--- src/rtl/program_loader_pkg.sv ---
// Shared definitions for the boot-time program loader: host command
// bytes, FSM state encoding, write target selection and a state helper.
package program_loader_pkg;

  // Host command bytes
  localparam logic [7:0] LOADER_CMD_LOAD_I = 8'h01;
  localparam logic [7:0] LOADER_CMD_LOAD_D = 8'h02;
  localparam logic [7:0] LOADER_CMD_RUN    = 8'h03;

  // Loader FSM states
  typedef enum logic [2:0] {
    ST_CMD    = 3'd0,
    ST_LEN_LO = 3'd1,
    ST_LEN_HI = 3'd2,
    ST_DATA   = 3'd3,
    ST_WRITE  = 3'd4,
    ST_RUN    = 3'd5,
    ST_ERR    = 3'd6
  } loader_state_e;

  // Which BRAM the current segment is written into
  typedef enum logic {
    TGT_IMEM = 1'b0,
    TGT_DMEM = 1'b1
  } loader_target_e;

  // States in which the loader is willing to take a host byte
  function automatic logic state_accepts_byte(input loader_state_e st);
    return (st == ST_CMD) || (st == ST_LEN_LO) || (st == ST_LEN_HI) || (st == ST_DATA);
  endfunction

endpackage

--- src/rtl/loader_word_packer.sv ---
// Little-endian byte-to-word packer. The first byte of a word ends up in
// bits 7:0. `word` already includes the byte being shifted this cycle, so
// the caller can capture the complete word on the same edge that
// `word_full` is reported.
module loader_word_packer (
  input  logic        clk,
  input  logic        rst,       // synchronous, active-low
  input  logic        clr,       // restart packing at byte 0
  input  logic        shift_en,  // accept din this cycle
  input  logic [7:0]  din,
  output logic [31:0] word,
  output logic        word_full  // din is the 4th byte of the word
);

  logic [31:0] shift_reg;
  logic [1:0]  byte_idx_reg;

  assign word      = {din, shift_reg[31:8]};
  assign word_full = shift_en && (byte_idx_reg == 2'd3);

  // Shift bytes in from the top; byte index wraps naturally after 4 bytes
  always_ff @(posedge clk) begin
    if (!rst) begin
      shift_reg    <= '0;
      byte_idx_reg <= '0;
    end else if (clr) begin
      shift_reg    <= '0;
      byte_idx_reg <= '0;
    end else if (shift_en) begin
      shift_reg    <= word;
      byte_idx_reg <= byte_idx_reg + 2'd1;
    end
  end

endmodule

--- src/rtl/program_loader.sv ---
// Boot loader for the rv32i_sc core: takes a valid/ready byte stream from
// the host, packs little-endian words into the instruction or data BRAM
// write port, and on RUN releases the PC and hands the data BRAM port to
// the core. All outputs except s_ready are registered.
module program_loader
  import program_loader_pkg::*;
#(
  parameter int DATA_WIDTH = 32,
  parameter int ADDR_WIDTH = 10,
  parameter int MAX_WORDS  = 256
) (
  input  logic                  clk,
  input  logic                  rst,       // synchronous, active-low
  input  logic [7:0]            s_dat,
  input  logic                  s_valid,
  output logic                  s_ready,
  output logic [ADDR_WIDTH-1:0] i_w_addr,
  output logic [DATA_WIDTH-1:0] i_w_dat,
  output logic                  i_w_enb,
  output logic [ADDR_WIDTH-1:0] d_w_addr,
  output logic [DATA_WIDTH-1:0] d_w_dat,
  output logic                  d_w_enb,
  output logic                  pc_stall,
  output logic                  init_done,
  output logic                  err
);

  // Word index must represent 0..MAX_WORDS, one bit wider than a word address
  localparam int IDX_W = ADDR_WIDTH - 1;

  loader_state_e   state_reg, state_next;
  loader_target_e  target_reg, target_next;
  logic [15:0]     len_reg, len_next;
  logic [IDX_W-1:0] word_idx_reg, word_idx_next;

  logic [ADDR_WIDTH-1:0] i_w_addr_reg, i_w_addr_next;
  logic [DATA_WIDTH-1:0] i_w_dat_reg, i_w_dat_next;
  logic                  i_w_enb_reg, i_w_enb_next;
  logic [ADDR_WIDTH-1:0] d_w_addr_reg, d_w_addr_next;
  logic [DATA_WIDTH-1:0] d_w_dat_reg, d_w_dat_next;
  logic                  d_w_enb_reg, d_w_enb_next;
  logic                  pc_stall_reg, pc_stall_next;
  logic                  init_done_reg, init_done_next;
  logic                  err_reg, err_next;

  logic                  handshake;
  logic                  packer_clr;
  logic                  packer_shift;
  logic [31:0]           packed_word;
  logic                  packed_full;
  logic [15:0]           len_full;
  logic [IDX_W-1:0]      word_idx_inc;
  logic                  last_word;
  logic [ADDR_WIDTH-1:0] word_addr;

  // Ready is held low while reset is asserted even though the state is CMD
  assign s_ready   = rst && state_accepts_byte(state_reg);
  assign handshake = s_valid && s_ready;

  assign len_full     = {s_dat, len_reg[7:0]};
  assign word_idx_inc = word_idx_reg + {{(IDX_W-1){1'b0}}, 1'b1};
  assign last_word    = ({{(16-IDX_W){1'b0}}, word_idx_inc} == len_reg);
  assign word_addr    = {word_idx_reg[IDX_W-2:0], 2'b00};

  loader_word_packer u_packer (
    .clk       (clk),
    .rst       (rst),
    .clr       (packer_clr),
    .shift_en  (packer_shift),
    .din       (s_dat),
    .word      (packed_word),
    .word_full (packed_full)
  );

  // Next-state decode; write strobes/addresses are prepared one cycle ahead
  // so they are registered outputs during the WRITE state.
  always_comb begin
    state_next     = state_reg;
    target_next    = target_reg;
    len_next       = len_reg;
    word_idx_next  = word_idx_reg;
    i_w_addr_next  = i_w_addr_reg;
    i_w_dat_next   = i_w_dat_reg;
    i_w_enb_next   = 1'b0;
    d_w_addr_next  = d_w_addr_reg;
    d_w_dat_next   = d_w_dat_reg;
    d_w_enb_next   = 1'b0;
    packer_clr     = 1'b0;
    packer_shift   = 1'b0;

    case (state_reg)
      ST_CMD: begin
        if (handshake) begin
          case (s_dat)
            LOADER_CMD_LOAD_I: begin
              target_next = TGT_IMEM;
              state_next  = ST_LEN_LO;
            end
            LOADER_CMD_LOAD_D: begin
              target_next = TGT_DMEM;
              state_next  = ST_LEN_LO;
            end
            LOADER_CMD_RUN: state_next = ST_RUN;
            default:        state_next = ST_ERR;
          endcase
        end
      end

      ST_LEN_LO: begin
        if (handshake) begin
          len_next[7:0] = s_dat;
          state_next    = ST_LEN_HI;
        end
      end

      ST_LEN_HI: begin
        if (handshake) begin
          len_next = len_full;
          if (len_full == 16'd0) begin
            state_next = ST_CMD;
          end else if (len_full > 16'(MAX_WORDS)) begin
            state_next = ST_ERR;
          end else begin
            word_idx_next = '0;
            packer_clr    = 1'b1;
            state_next    = ST_DATA;
          end
        end
      end

      ST_DATA: begin
        packer_shift = handshake;
        if (packed_full) begin
          state_next = ST_WRITE;
          if (target_reg == TGT_IMEM) begin
            i_w_enb_next  = 1'b1;
            i_w_addr_next = word_addr;
            i_w_dat_next  = DATA_WIDTH'(packed_word);
          end else begin
            d_w_enb_next  = 1'b1;
            d_w_addr_next = word_addr;
            d_w_dat_next  = DATA_WIDTH'(packed_word);
          end
        end
      end

      ST_WRITE: begin
        word_idx_next = word_idx_inc;
        state_next    = last_word ? ST_CMD : ST_DATA;
      end

      ST_RUN:  state_next = ST_RUN;
      ST_ERR:  state_next = ST_ERR;
      default: state_next = ST_ERR;
    endcase

    // Status flags follow the state being entered so they change together
    pc_stall_next  = (state_next != ST_RUN);
    init_done_next = (state_next == ST_RUN);
    err_next       = (state_next == ST_ERR);
  end

  // State and output registers; reset wins over everything, including a pending write
  always_ff @(posedge clk) begin
    if (!rst) begin
      state_reg     <= ST_CMD;
      target_reg    <= TGT_IMEM;
      len_reg       <= '0;
      word_idx_reg  <= '0;
      i_w_addr_reg  <= '0;
      i_w_dat_reg   <= '0;
      i_w_enb_reg   <= 1'b0;
      d_w_addr_reg  <= '0;
      d_w_dat_reg   <= '0;
      d_w_enb_reg   <= 1'b0;
      pc_stall_reg  <= 1'b1;
      init_done_reg <= 1'b0;
      err_reg       <= 1'b0;
    end else begin
      state_reg     <= state_next;
      target_reg    <= target_next;
      len_reg       <= len_next;
      word_idx_reg  <= word_idx_next;
      i_w_addr_reg  <= i_w_addr_next;
      i_w_dat_reg   <= i_w_dat_next;
      i_w_enb_reg   <= i_w_enb_next;
      d_w_addr_reg  <= d_w_addr_next;
      d_w_dat_reg   <= d_w_dat_next;
      d_w_enb_reg   <= d_w_enb_next;
      pc_stall_reg  <= pc_stall_next;
      init_done_reg <= init_done_next;
      err_reg       <= err_next;
    end
  end

  assign i_w_addr  = i_w_addr_reg;
  assign i_w_dat   = i_w_dat_reg;
  assign i_w_enb   = i_w_enb_reg;
  assign d_w_addr  = d_w_addr_reg;
  assign d_w_dat   = d_w_dat_reg;
  assign d_w_enb   = d_w_enb_reg;
  assign pc_stall  = pc_stall_reg;
  assign init_done = init_done_reg;
  assign err       = err_reg;

endmodule

--- config.mk ---
export PLATFORM = sky130hd
export DESIGN_NAME = program_loader
export DESIGN_NICKNAME = d
export VERILOG_FILES = /design/src/rtl/program_loader_pkg.sv /design/src/rtl/loader_word_packer.sv /design/src/rtl/program_loader.sv
export SDC_FILE = /design/constraint.sdc
export NUM_CORES = 1
export LEC_CHECK = 0
export CORE_MARGIN = 2
export CORE_UTILIZATION = 50
export DETAILED_ROUTE_END_ITERATION = 16
export MAX_ROUTING_LAYER = met4
export PLACE_DENSITY = 0.87
export SKIP_LAST_GASP = 1
export SYNTH_ARGS = -nofsm -noshare
export SYNTH_HDL_FRONTEND = slang
export SYNTH_SLANG_ARGS = --single-unit
--- constraint.sdc ---
create_clock -name clk -period 3 [get_ports clk]
set_input_delay 0.75 -clock clk [delete_from_list [all_inputs] [get_ports clk]]
set_output_delay 0.75 -clock clk [all_outputs]
set_load 0.05 [all_outputs]
==> impl_metrics.py, run 1 <==
metrics = {
    "run_status": {
        "result_of_the_run": "finished clean",
    },
    "route": {
        "drt-initial-drc-count": 358,
        "routed_wirelength_um": 14450,
        "wl_per_cell_um": 15.70,
        "first_pass_iters": 5,
        "avgViaCountPerCell": 5.498,
        "drc_errors": 0,
        "num_vias": 5058,
        "postRouteAntennaNets": 0,
    },
    "global_routing": {
        "antenna_found_initial": 0,
        "grt_use_total_pct": 23.67,
        "overflow": 0,
        "number_of_global_route_vias_before_repair": 4831,
        "global_route_wire_length_before_repair_um": 23450,
        "grt_start_max_net_pins": 93,
    },
    "place": {
        "place.port_buffers": 96,
        "detailed_placement_wirelength_estimate_um": 9831,
        "gp_congestion": 0.9574,
        "post-place-cells": 891,
    },
    "critical_path": {
        "timing.critical_path.from": "word_idx_reg[0]$_SDFFE_PN0P_",
        "worst_ep_required_time_ns": 3.30,
        "critical_path_class": "flop to flop",
        "worstSetupEndpointType": "flop",
        "crit_arrival_ns": 2.96,
        "crit_fanout": 11,
        "worst_r2r_startpoint": "word_idx_reg[0]$_SDFFE_PN0P_",
        "critPathLaunchType": "flop",
    },
    "synth": {
        "synth_cell_type_count": 55,
        "syn_area_mm2": 0.005854,
        "synthCells": 691,
        "synth_ff_type": "sky130_fd_sc_hd__dfxtp_1",
        "synth-warning-count": 0,
        "synth_common_cells": "sky130_fd_sc_hd__nand2_1, sky130_fd_sc_hd__dfxtp_1, sky130_fd_sc_hd__a21boi_0",
        "synth_top_cell_by_area": "sky130_fd_sc_hd__dfxtp_1",
        "ys_seq_elements": 140,
        "synth.yosys.seq_area_share_pct": 47.87,
        "ys_async_sr_fraction_pct": 0,
        "synth_area_leaders": "sky130_fd_sc_hd__dfxtp_1, sky130_fd_sc_hd__nand2_1, sky130_fd_sc_hd__a21boi_0, sky130_fd_sc_hd__mux2i_1, sky130_fd_sc_hd__a21oi_1",
        "synth_top_area_share_pct": 47.87,
        "synth.most_common_cell": "sky130_fd_sc_hd__nand2_1",
        "postSynthAreaPerCell_um2": 8.472,
        "synth-edff-count": 0,
    },
    "timing": {
        "worst_slew_pin_slew_ns": 0.7135,
        "finalSetupViolations": 0,
        "max-slew-margin-rel_pct": 52.43,
        "setup_skew_ns": 0.008025,
        "finalMaxSlewViolations": 0,
        "timing.setup.tns_ns": 0,
        "grt_setup_unrepaired": "no",
        "final_hold_viol_count": 0,
        "timing.fmax_mhz": 376.3,
        "post-route-period-util_pct": 88.59,
        "post-route-min-period_ns": 2.658,
    },
    "finish": {
        "final_cells": 920,
        "drive_gt1_share_pct": 8.752,
        "synthToLayoutAreaGrowth_pct": 26.65,
        "filler_cell_count": 923,
        "finalCoreUtilization_pct": 64.94,
        "antenna_cells_inserted": 0,
        "num-nets-final": 780,
    },
    "die": {
        "ios": 101,
        "die_width_um": 112.2,
        "fp.coreArea_mm2": 0.01142,
        "core.rowCount": 39,
        "initial_utilization_pct": 51.27,
        "die_height_um": 112.2,
        "dieArea_mm2": 0.01259,
    },
    "power": {
        "power_leakage_nw": 2.627,
        "swShare_pct": 21.83,
        "power.sequential.fraction_pct": 47.3,
        "internal-power_w": 0.003133,
        "share_of_power_burned_in_the_clock_network_pct": 47.2,
        "max-vdd-ir-drop_uv": 299.2,
        "post-layout-total-power_w": 0.004007,
        "power.combinational.fraction_pct": 5.5,
        "power.net_switching_w": 0.0008746,
        "power_density_over_the_cells_mw_per_mm2": 540.5,
    },
    "cts": {
        "numClockSinks": 140,
        "clkSlewWorstSetupHoldPaths_ns": 0.05,
        "cts_hold_repair.buffers": 0,
        "cts-buffers-inserted": 17,
        "cts_tree": "yes",
        "htree_levels": 4,
        "post_cts_buffers": 0,
        "clock_latency_at_the_later_pin_of_the_worst_skew_pair_ns": 0.41,
        "ctsRootBufferMaster": "sky130_fd_sc_hd__clkbuf_16",
        "clock_path_buffers": 2,
        "cts_resized": 0,
    },
    "hold_path": {
        "timing.hold.worst.start": "i_w_dat[5]$_SDFFE_PN0P_",
        "hold_class": "flop to flop",
    },
    "job": {
        "cap_violations": 0,
    },
}
-- through the flow --
step	cell area, µm²	hold WS [ns]	setup WS (ns)
4_1_cts	7415	0.4577	0.4119
5_1_grt	7415	0.4753	0.2227
2_1_floorplan	5866	0.4400	0.2707
3_5_place_dp	6883	0.4502	0.09630
6_report	7415	0.4548	0.3423
3_3_place_gp	6883	0.4456	0.1433
-- kinds of logic after synthesis --
group                    share of synthesized area [%]
flip-flops                                       47.87
other                                          0.06405
adder cells (fa/ha/maj)                         0.4274
AND/OR/NAND/NOR                                  23.47
multiplexers                                     2.907
XOR/XNOR                                         2.095
buffers and inverters                            5.108
AO/OA/AOI/OAI                                    18.06
-- power groups by stage --
stage / Combinational [W] / Sequential [W] / Clock, W
2_1_floorplan: 0.000169 / 0.00193 / 0
3_3_place_gp: 0.000211 / 0.00193 / 0
3_5_place_dp: 0.000216 / 0.00194 / 0
4_1_cts: 0.000218 / 0.00190 / 0.00191
5_1_grt: 0.000234 / 0.00190 / 0.00199
6_report: 0.000220 / 0.00190 / 0.00189
-- worst max-delay path, stage by stage, from the launching register on --
cell                        delay [ns]
sky130_fd_sc_hd__dfxtp_1          0.57
sky130_fd_sc_hd__ha_1             0.40
sky130_fd_sc_hd__and3_1           0.30
sky130_fd_sc_hd__and3_1           0.39
sky130_fd_sc_hd__xnor2_1          0.14
sky130_fd_sc_hd__a2111oi_2        0.43
sky130_fd_sc_hd__o211ai_1         0.14
sky130_fd_sc_hd__and2_1           0.18
-- cell type report --
cell class                      count  area (µm²)  area share, %
Multi-Input combinational cell    489        2764          37.28
Timing Repair Buffer              112        1111          14.98
Inverter                            7       26.28         0.3544
Tap cell                          143       178.9          2.413
Sequential cell                   140        2803          37.80
Clock buffer                       22       464.2          6.261
Clock inverter                      7       67.56         0.9112
-- worst paths after layout --
check / endpoint / slack, ns / cells after the start
worst max-delay path: state_reg[1]$_SDFF_PN0_ / 0.34 / 7
worst min-delay path: i_w_dat[5]$_SDFFE_PN0P_ / 0.45 / 2
worst max register to register: state_reg[1]$_SDFF_PN0_ / 0.34 / 7
worst min register to register: i_w_dat[5]$_SDFFE_PN0P_ / 0.45 / 2
-- layer usage --
metal | track usage (%) | up-vias | wire length, µm
met5 | - | - | 0
met3 | 6.533 | 32 | 1064
met1 | 28.59 | 2375 | 6200
met4 | 8.780 | 0 | 248
met2 | 37.99 | 224 | 6935
li1 | - | 2427 | -
-- placed cells by master (no fill, tap or decap), types with 3 or more instances in the layout --
cell type                           n
sky130_fd_sc_hd__a21boi_0          72
sky130_fd_sc_hd__a21boi_1          13
sky130_fd_sc_hd__a21boi_2           4
sky130_fd_sc_hd__a21oi_1           31
sky130_fd_sc_hd__a31oi_1            3
sky130_fd_sc_hd__and2_1             5
sky130_fd_sc_hd__and3_1             4
sky130_fd_sc_hd__buf_12             3
sky130_fd_sc_hd__buf_4             14
sky130_fd_sc_hd__clkbuf_1           3
sky130_fd_sc_hd__clkbuf_16         17
sky130_fd_sc_hd__clkdlybuf4s50_1   94
sky130_fd_sc_hd__clkinv_2           4
sky130_fd_sc_hd__conb_1             4
sky130_fd_sc_hd__dfxtp_1          140
sky130_fd_sc_hd__inv_1              6
sky130_fd_sc_hd__mux2i_1           17
sky130_fd_sc_hd__nand2_1          219
sky130_fd_sc_hd__nand3_1            7
sky130_fd_sc_hd__nand4_1            3
sky130_fd_sc_hd__nor2_1            15
sky130_fd_sc_hd__nor2b_1           19
sky130_fd_sc_hd__nor3_1             5
sky130_fd_sc_hd__nor4_1             3
sky130_fd_sc_hd__o21ai_0            4
sky130_fd_sc_hd__o21ai_2            7
sky130_fd_sc_hd__o21bai_1           3
sky130_fd_sc_hd__or3_1              4
sky130_fd_sc_hd__or4_1              4
sky130_fd_sc_hd__xnor2_1            8
sky130_fd_sc_hd__xor2_1             6
(Power assumes the default switching activity.)
==> run 2, diff against run 1 <==
--- a/config.mk
+++ b/config.mk
@@ -7,9 +7,11 @@
 export LEC_CHECK = 0
 export CORE_MARGIN = 2
 export CORE_UTILIZATION = 50
+export CTS_CLUSTER_SIZE = 30
 export DETAILED_ROUTE_END_ITERATION = 16
 export MAX_ROUTING_LAYER = met4
 export PLACE_DENSITY = 0.87
+export RECOVER_POWER = 100
 export SKIP_LAST_GASP = 1
 export SYNTH_ARGS = -nofsm -noshare
 export SYNTH_HDL_FRONTEND = slang
==> impl_metrics.py, run 2 (synthesis gave the netlist of run 1 again) <==
metrics = {
    "run_status": {
        "result_of_the_run": "finished clean",
    },
    "finish": {
        "filler_cell_count": 930,
        "final_common_cell": "sky130_fd_sc_hd__nand2_1",
        "multi_input_comb_area_mm2": 0.002729,
        "most-common-layout-cells": "sky130_fd_sc_hd__nand2_1, sky130_fd_sc_hd__dfxtp_1, sky130_fd_sc_hd__dlygate4sd3_1",
        "total_area_of_sequential_cells_mm2": 0.002803,
        "num-nets-final": 780,
        "synthToLayoutAreaGrowth_pct": 25.99,
        "drive_gt1_share_pct": 7.979,
        "final_design_area_no_fill_mm2": 0.007376,
    },
    "cts": {
        "cts_tree": "yes",
        "clkSlewWorstSetupHoldPaths_ns": 0.06,
        "cts-buffers-inserted": 17,
        "htree_levels": 4,
        "numClockSinks": 140,
        "post_cts_buffers": 0,
        "clock_latency_at_the_later_pin_of_the_worst_skew_pair_ns": 0.41,
        "clock_path_buffers": 2,
        "cts_hold_repair.buffers": 0,
        "ctsRootBufferMaster": "sky130_fd_sc_hd__clkbuf_16",
        "cts_resized": 0,
    },
    "global_routing": {
        "overflow": 0,
        "grt_use_total_pct": 23.67,
        "grt_start_max_net_pins": 93,
        "number_of_global_route_vias_before_repair": 4831,
        "global_route_wire_length_before_repair_um": 23450,
        "antenna_found_initial": 1,
    },
    "critical_path": {
        "cp_cell_sequence": "dlygate4sd3_1 > or4_1 > nor4_4 > nand4b_1 > and2_2 > o21ai_0 > a21boi_1",
        "critical_path_class": "primary input to flop",
        "crit_arrival_ns": 3.08,
        "worst_ep_required_time_ns": 3.29,
        "worstSetupEndpointType": "flop",
        "critPathLaunchType": "primary input",
        "crit_fanout": 8,
        "worst_path_largest_cell_delay_ns": 0.66,
        "reg2reg_to": "state_reg[1]$_SDFF_PN0_",
        "r2r.worst_path.cells": 7,
        "regToRegSetupSlack_ns": 0.34,
        "worst_r2r_startpoint": "word_idx_reg[0]$_SDFFE_PN0P_",
        "critical_path_cell_with_the_highest_stage_delay": "sky130_fd_sc_hd__or4_1",
    },
    "die": {
        "die_width_um": 112.2,
        "fp.coreArea_mm2": 0.01142,
        "ios": 101,
        "initial_utilization_pct": 51.27,
        "core.rowCount": 39,
        "dieArea_mm2": 0.01259,
        "die_height_um": 112.2,
    },
    "route": {
        "drc_errors": 0,
        "avgViaCountPerCell": 5.480,
        "drt-initial-drc-count": 318,
        "num_vias": 5047,
        "first_pass_iters": 6,
        "routed_wirelength_um": 14490,
        "wl_per_cell_um": 15.74,
        "postRouteAntennaNets": 0,
    },
    "place": {
        "gp_congestion": 0.9574,
        "dpl_cell_area_mm2": 0.006883,
        "place.port_buffers": 96,
        "detailedPlace.worstSlack_ns": 0.09630,
        "detailed_placement_wirelength_estimate_um": 9831,
    },
    "timing": {
        "worst_slew_pin_slew_ns": 0.8798,
        "layout_setup_ws_ns": 0.2082,
        "max-slew-margin-rel_pct": 41.35,
        "post-route-period-util_pct": 93.06,
        "post-route-min-period_ns": 2.792,
        "final_hold_viol_count": 0,
        "setup_skew_ns": 0.006600,
        "finalMaxSlewViolations": 0,
        "timing.setup.tns_ns": 0,
        "grt_setup_unrepaired": "no",
        "timing.fmax_mhz": 358.2,
        "finalSetupViolations": 0,
    },
    "power": {
        "power_leakage_nw": 2.894,
        "power_density_over_the_cells_mw_per_mm2": 543.0,
        "max-vdd-ir-drop_uv": 298.6,
    },
    "hold_path": {
        "timing.hold.worst.start": "i_w_dat[5]$_SDFFE_PN0P_",
        "min_to": "i_w_dat[5]$_SDFFE_PN0P_",
        "cell_depth_of_the_worst_hold_path": 2,
        "hold_class": "flop to flop",
    },
    "job": {
        "cap_violations": 0,
    },
}
-- run 2: cell count changes in the layout (fill, tap and decap cells not counted), moves of 2 or more --
cell | before | now
sky130_fd_sc_hd__a21boi_1 | 13 | 7
sky130_fd_sc_hd__clkdlybuf4s50_1 | 94 | 7
sky130_fd_sc_hd__and2_1 | 5 | 3
sky130_fd_sc_hd__buf_4 | 14 | 12
sky130_fd_sc_hd__dlygate4sd3_1 | 0 | 87
sky130_fd_sc_hd__and2_0 | 0 | 2
sky130_fd_sc_hd__a21boi_0 | 72 | 78
-- run 2: power by group --
part	internal (W)	switching [W]
combinational	0.0000883	0.000124
clock	0.00117	0.000729
sequential	0.00187	0.0000232
-- run 2: worst max-delay path by stage --
stage | from | to | slack, ns | depth (start not counted)
global placement | s_dat[2] | state_reg[1]$_SDFF_PN0_ | 0.14 | 7
CTS | word_idx_reg[0]$_SDFFE_PN0P_ | state_reg[1]$_SDFF_PN0_ | 0.41 | 7
detailed placement | s_dat[2] | pc_stall$_SDFF_PN1_ | 0.1 | 7
finish | s_dat[2] | word_idx_reg[2]$_SDFFE_PN0P_ | 0.21 | 7
floorplan | rst | s_ready | 0.27 | 3
global route | s_dat[2] | word_idx_reg[2]$_SDFFE_PN0P_ | 0.12 | 7
-- run 2: routing by layer --
layer,vias to the layer above,track usage (%),routed length [µm]
met1,2381,28.59,6201
met5,-,-,0
met3,22,6.533,1107
met2,212,37.99,6991
met4,0,8.780,191
li1,2432,-,-
-- run 2: worst max-delay path, delay by kind of cell --
| kind | cells | cell delay, ns |
|---|---|---|
| buffers and inverters | 1 | 0.55 |
| AND/OR/NAND/NOR | 4 | 1.50 |
| AO/OA/AOI/OAI | 2 | 0.28 |
-- run 2: final cells by class --
class	count	share of cell area, %
multi-input combinational	489	37.00
inverter	7	0.3562
antenna	1	0.03393
clock buffer	22	6.293
tap	143	2.426
timing repair buffer	112	14.98
clock inverter	7	0.9160
sequential	140	38.00
-- run 2: per-stage QoR --
stage | hold WS [ns] | cells | utilization, % | total power [W]
2_1_floorplan | 0.4400 | 694 | - | 0.002094
6_report | 0.4514 | 921 | 64.60 | 0.004005
3_3_place_gp | 0.4456 | 891 | 60.28 | 0.002145
3_5_place_dp | 0.4502 | 891 | 60.28 | 0.002151
5_1_grt | 0.4723 | 921 | 64.60 | 0.004112
4_1_cts | 0.4577 | 920 | 64.94 | 0.004027
==> run 3, diff against run 2 <==
--- a/config.mk
+++ b/config.mk
@@ -5,6 +5,7 @@
 export SDC_FILE = /design/constraint.sdc
 export NUM_CORES = 1
 export LEC_CHECK = 0
+export CAP_MARGIN = 20
 export CORE_MARGIN = 2
 export CORE_UTILIZATION = 50
 export CTS_CLUSTER_SIZE = 30
==> constraint.sdc (replaced) <==
create_clock -name clk -period 3.1 [get_ports clk]
set_input_delay 0.775 -clock clk [delete_from_list [all_inputs] [get_ports clk]]
set_output_delay 0.775 -clock clk [all_outputs]
set_load 0.05 [all_outputs]
==> impl_metrics.py, run 3 (synthesis gave the netlist of run 1 again) <==
metrics = {
    "run_status": {
        "result_of_the_run": "finished clean",
    },
    "route": {
        "drt-initial-drc-count": 384,
        "num_vias": 5194,
        "postRouteAntennaNets": 0,
        "drc_errors": 0,
        "wl_per_cell_um": 16.52,
        "avgViaCountPerCell": 5.633,
        "routed_wirelength_um": 15230,
        "first_pass_iters": 7,
    },
    "global_routing": {
        "antenna_found_initial": 1,
        "number_of_global_route_vias_before_repair": 5072,
        "grt_use_total_pct": 25.26,
        "global_route_wire_length_before_repair_um": 25050,
        "grt_start_max_net_pins": 89,
        "overflow": 0,
    },
    "die": {
        "die_width_um": 112.2,
        "ios": 101,
        "fp.coreArea_mm2": 0.01142,
        "dieArea_mm2": 0.01259,
        "core.rowCount": 39,
        "die_height_um": 112.2,
        "initial_utilization_pct": 51.27,
    },
    "timing": {
        "finalMaxSlewViolations": 0,
        "timing.fmax_mhz": 353.1,
        "post-route-min-period_ns": 2.832,
        "hold_slack_ns": 0.4620,
        "setup_skew_ns": 0.004868,
        "max-slew-margin-rel_pct": 39.63,
        "finalSetupViolations": 0,
        "timing.setup.tns_ns": 0,
        "post-route-period-util_pct": 91.36,
        "final_hold_viol_count": 0,
        "grt_setup_unrepaired": "no",
        "worst_slew_pin_slew_ns": 0.9056,
    },
    "cts": {
        "cts-buffers-inserted": 17,
        "ctsRootBufferMaster": "sky130_fd_sc_hd__clkbuf_16",
        "clock_latency_at_the_later_pin_of_the_worst_skew_pair_ns": 0.42,
        "clock_path_buffers": 2,
        "post_cts_buffers": 0,
        "cts_resized": 0,
        "clkSlewWorstSetupHoldPaths_ns": 0.05,
        "htree_levels": 4,
        "cts_tree": "yes",
        "cts_hold_repair.buffers": 0,
        "numClockSinks": 140,
    },
    "finish": {
        "final_common_cell": "sky130_fd_sc_hd__nand2_1",
        "synthToLayoutAreaGrowth_pct": 27.81,
        "drive_gt1_share_pct": 8.483,
        "filler_cell_count": 899,
        "multi_input_comb_area_mm2": 0.002743,
        "finalCoreUtilization_pct": 65.53,
        "final_design_area_no_fill_mm2": 0.007482,
        "total_area_of_sequential_cells_mm2": 0.002803,
        "most-common-layout-cells": "sky130_fd_sc_hd__nand2_1, sky130_fd_sc_hd__dfxtp_1, sky130_fd_sc_hd__dlygate4sd3_1",
        "num-nets-final": 779,
    },
    "job": {
        "cap_violations": 0,
    },
    "critical_path": {
        "worstSetupEndpointType": "flop",
        "crit_arrival_ns": 3.13,
        "worst_path_largest_cell_delay_ns": 0.67,
        "worst_ep_required_time_ns": 3.40,
        "crit_fanout": 8,
        "critical_path_cell_with_the_highest_stage_delay": "sky130_fd_sc_hd__or4_1",
        "critPathLaunchType": "primary input",
        "critical_path_class": "primary input to flop",
        "cp_cell_sequence": "dlygate4sd3_1 > or4_1 > nor4_4 > nand4b_4 > and2_1 > o21ai_0 > a21boi_1",
        "r2r.worst_path.cells": 7,
    },
    "power": {
        "power_leakage_nw": 2.939,
        "post-layout-total-power_w": 0.004254,
        "power_density_over_the_cells_mw_per_mm2": 568.6,
        "max-vdd-ir-drop_uv": 352.7,
    },
    "hold_path": {
        "hold_class": "flop to flop",
        "cell_depth_of_the_worst_hold_path": 2,
    },
    "place": {
        "place.port_buffers": 96,
        "dpl_cell_area_mm2": 0.006863,
        "detailed_placement_wirelength_estimate_um": 9766,
        "gp_congestion": 0.9467,
    },
}
==> run 3: changes by cell type in the layout (fill, tap and decap cells not counted), moves of 2 or more <==
cell,change
sky130_fd_sc_hd__clkbuf_1,-2
sky130_fd_sc_hd__clkbuf_2,+2
sky130_fd_sc_hd__a21boi_1,-3
sky130_fd_sc_hd__a21boi_0,+3
sky130_fd_sc_hd__bufinv_16,+4
==> run 3: path summary, 6_finish.rpt <==
kind,startpoint,endpoint,slack (ns)
max,s_dat[2],word_idx_reg[4]$_SDFFE_PN0P_,0.27
min,i_w_addr[2]$_SDFFE_PN0P_,i_w_addr[2]$_SDFFE_PN0P_,0.46
max reg2reg,word_idx_reg[0]$_SDFFE_PN0P_,state_reg[1]$_SDFF_PN0_,0.56
min reg2reg,i_w_addr[2]$_SDFFE_PN0P_,i_w_addr[2]$_SDFFE_PN0P_,0.46
==> run 3: per-stage QoR <==
stage	cells	setup WS, ns
6_report	922	0.2678
5_1_grt	922	0.1792
2_1_floorplan	694	0.3207
3_5_place_dp	890	0.04623
4_1_cts	921	0.4709
3_3_place_gp	890	0.1923
==> run 3: routing by layer <==
metal	track usage (%)	wire, µm
met1	31.62	6378
met2	39.92	7387
met3	5.670	1128
met4	10.00	337
met5	-	0
==> run 3: final cells by class <==
cell class	instances	area share (%)
Clock inverter	11	2.542
Sequential cell	140	37.46
Clock buffer	20	6.104
Inverter	7	0.3512
Timing Repair Buffer	111	14.46
Multi-Input combinational cell	489	36.66
Tap cell	143	2.391
Antenna cell	1	0.03344
==> run 3: worst max-delay path, delay by kind of cell <==
family / cells / cell delay [ns]
AND/OR/NAND/NOR: 4 / 1.48
buffers and inverters: 1 / 0.56
AO/OA/AOI/OAI: 2 / 0.30
==> run 3: report_power, final <==
part / internal [W] / leakage, nW / switching [W]
Sequential: 0.00181 / 1.13 / 0.0000220
Combinational: 0.0000828 / 1.49 / 0.000124
Clock: 0.00146 / 0.316 / 0.000748
Total: 0.00336 / 2.94 / 0.000894
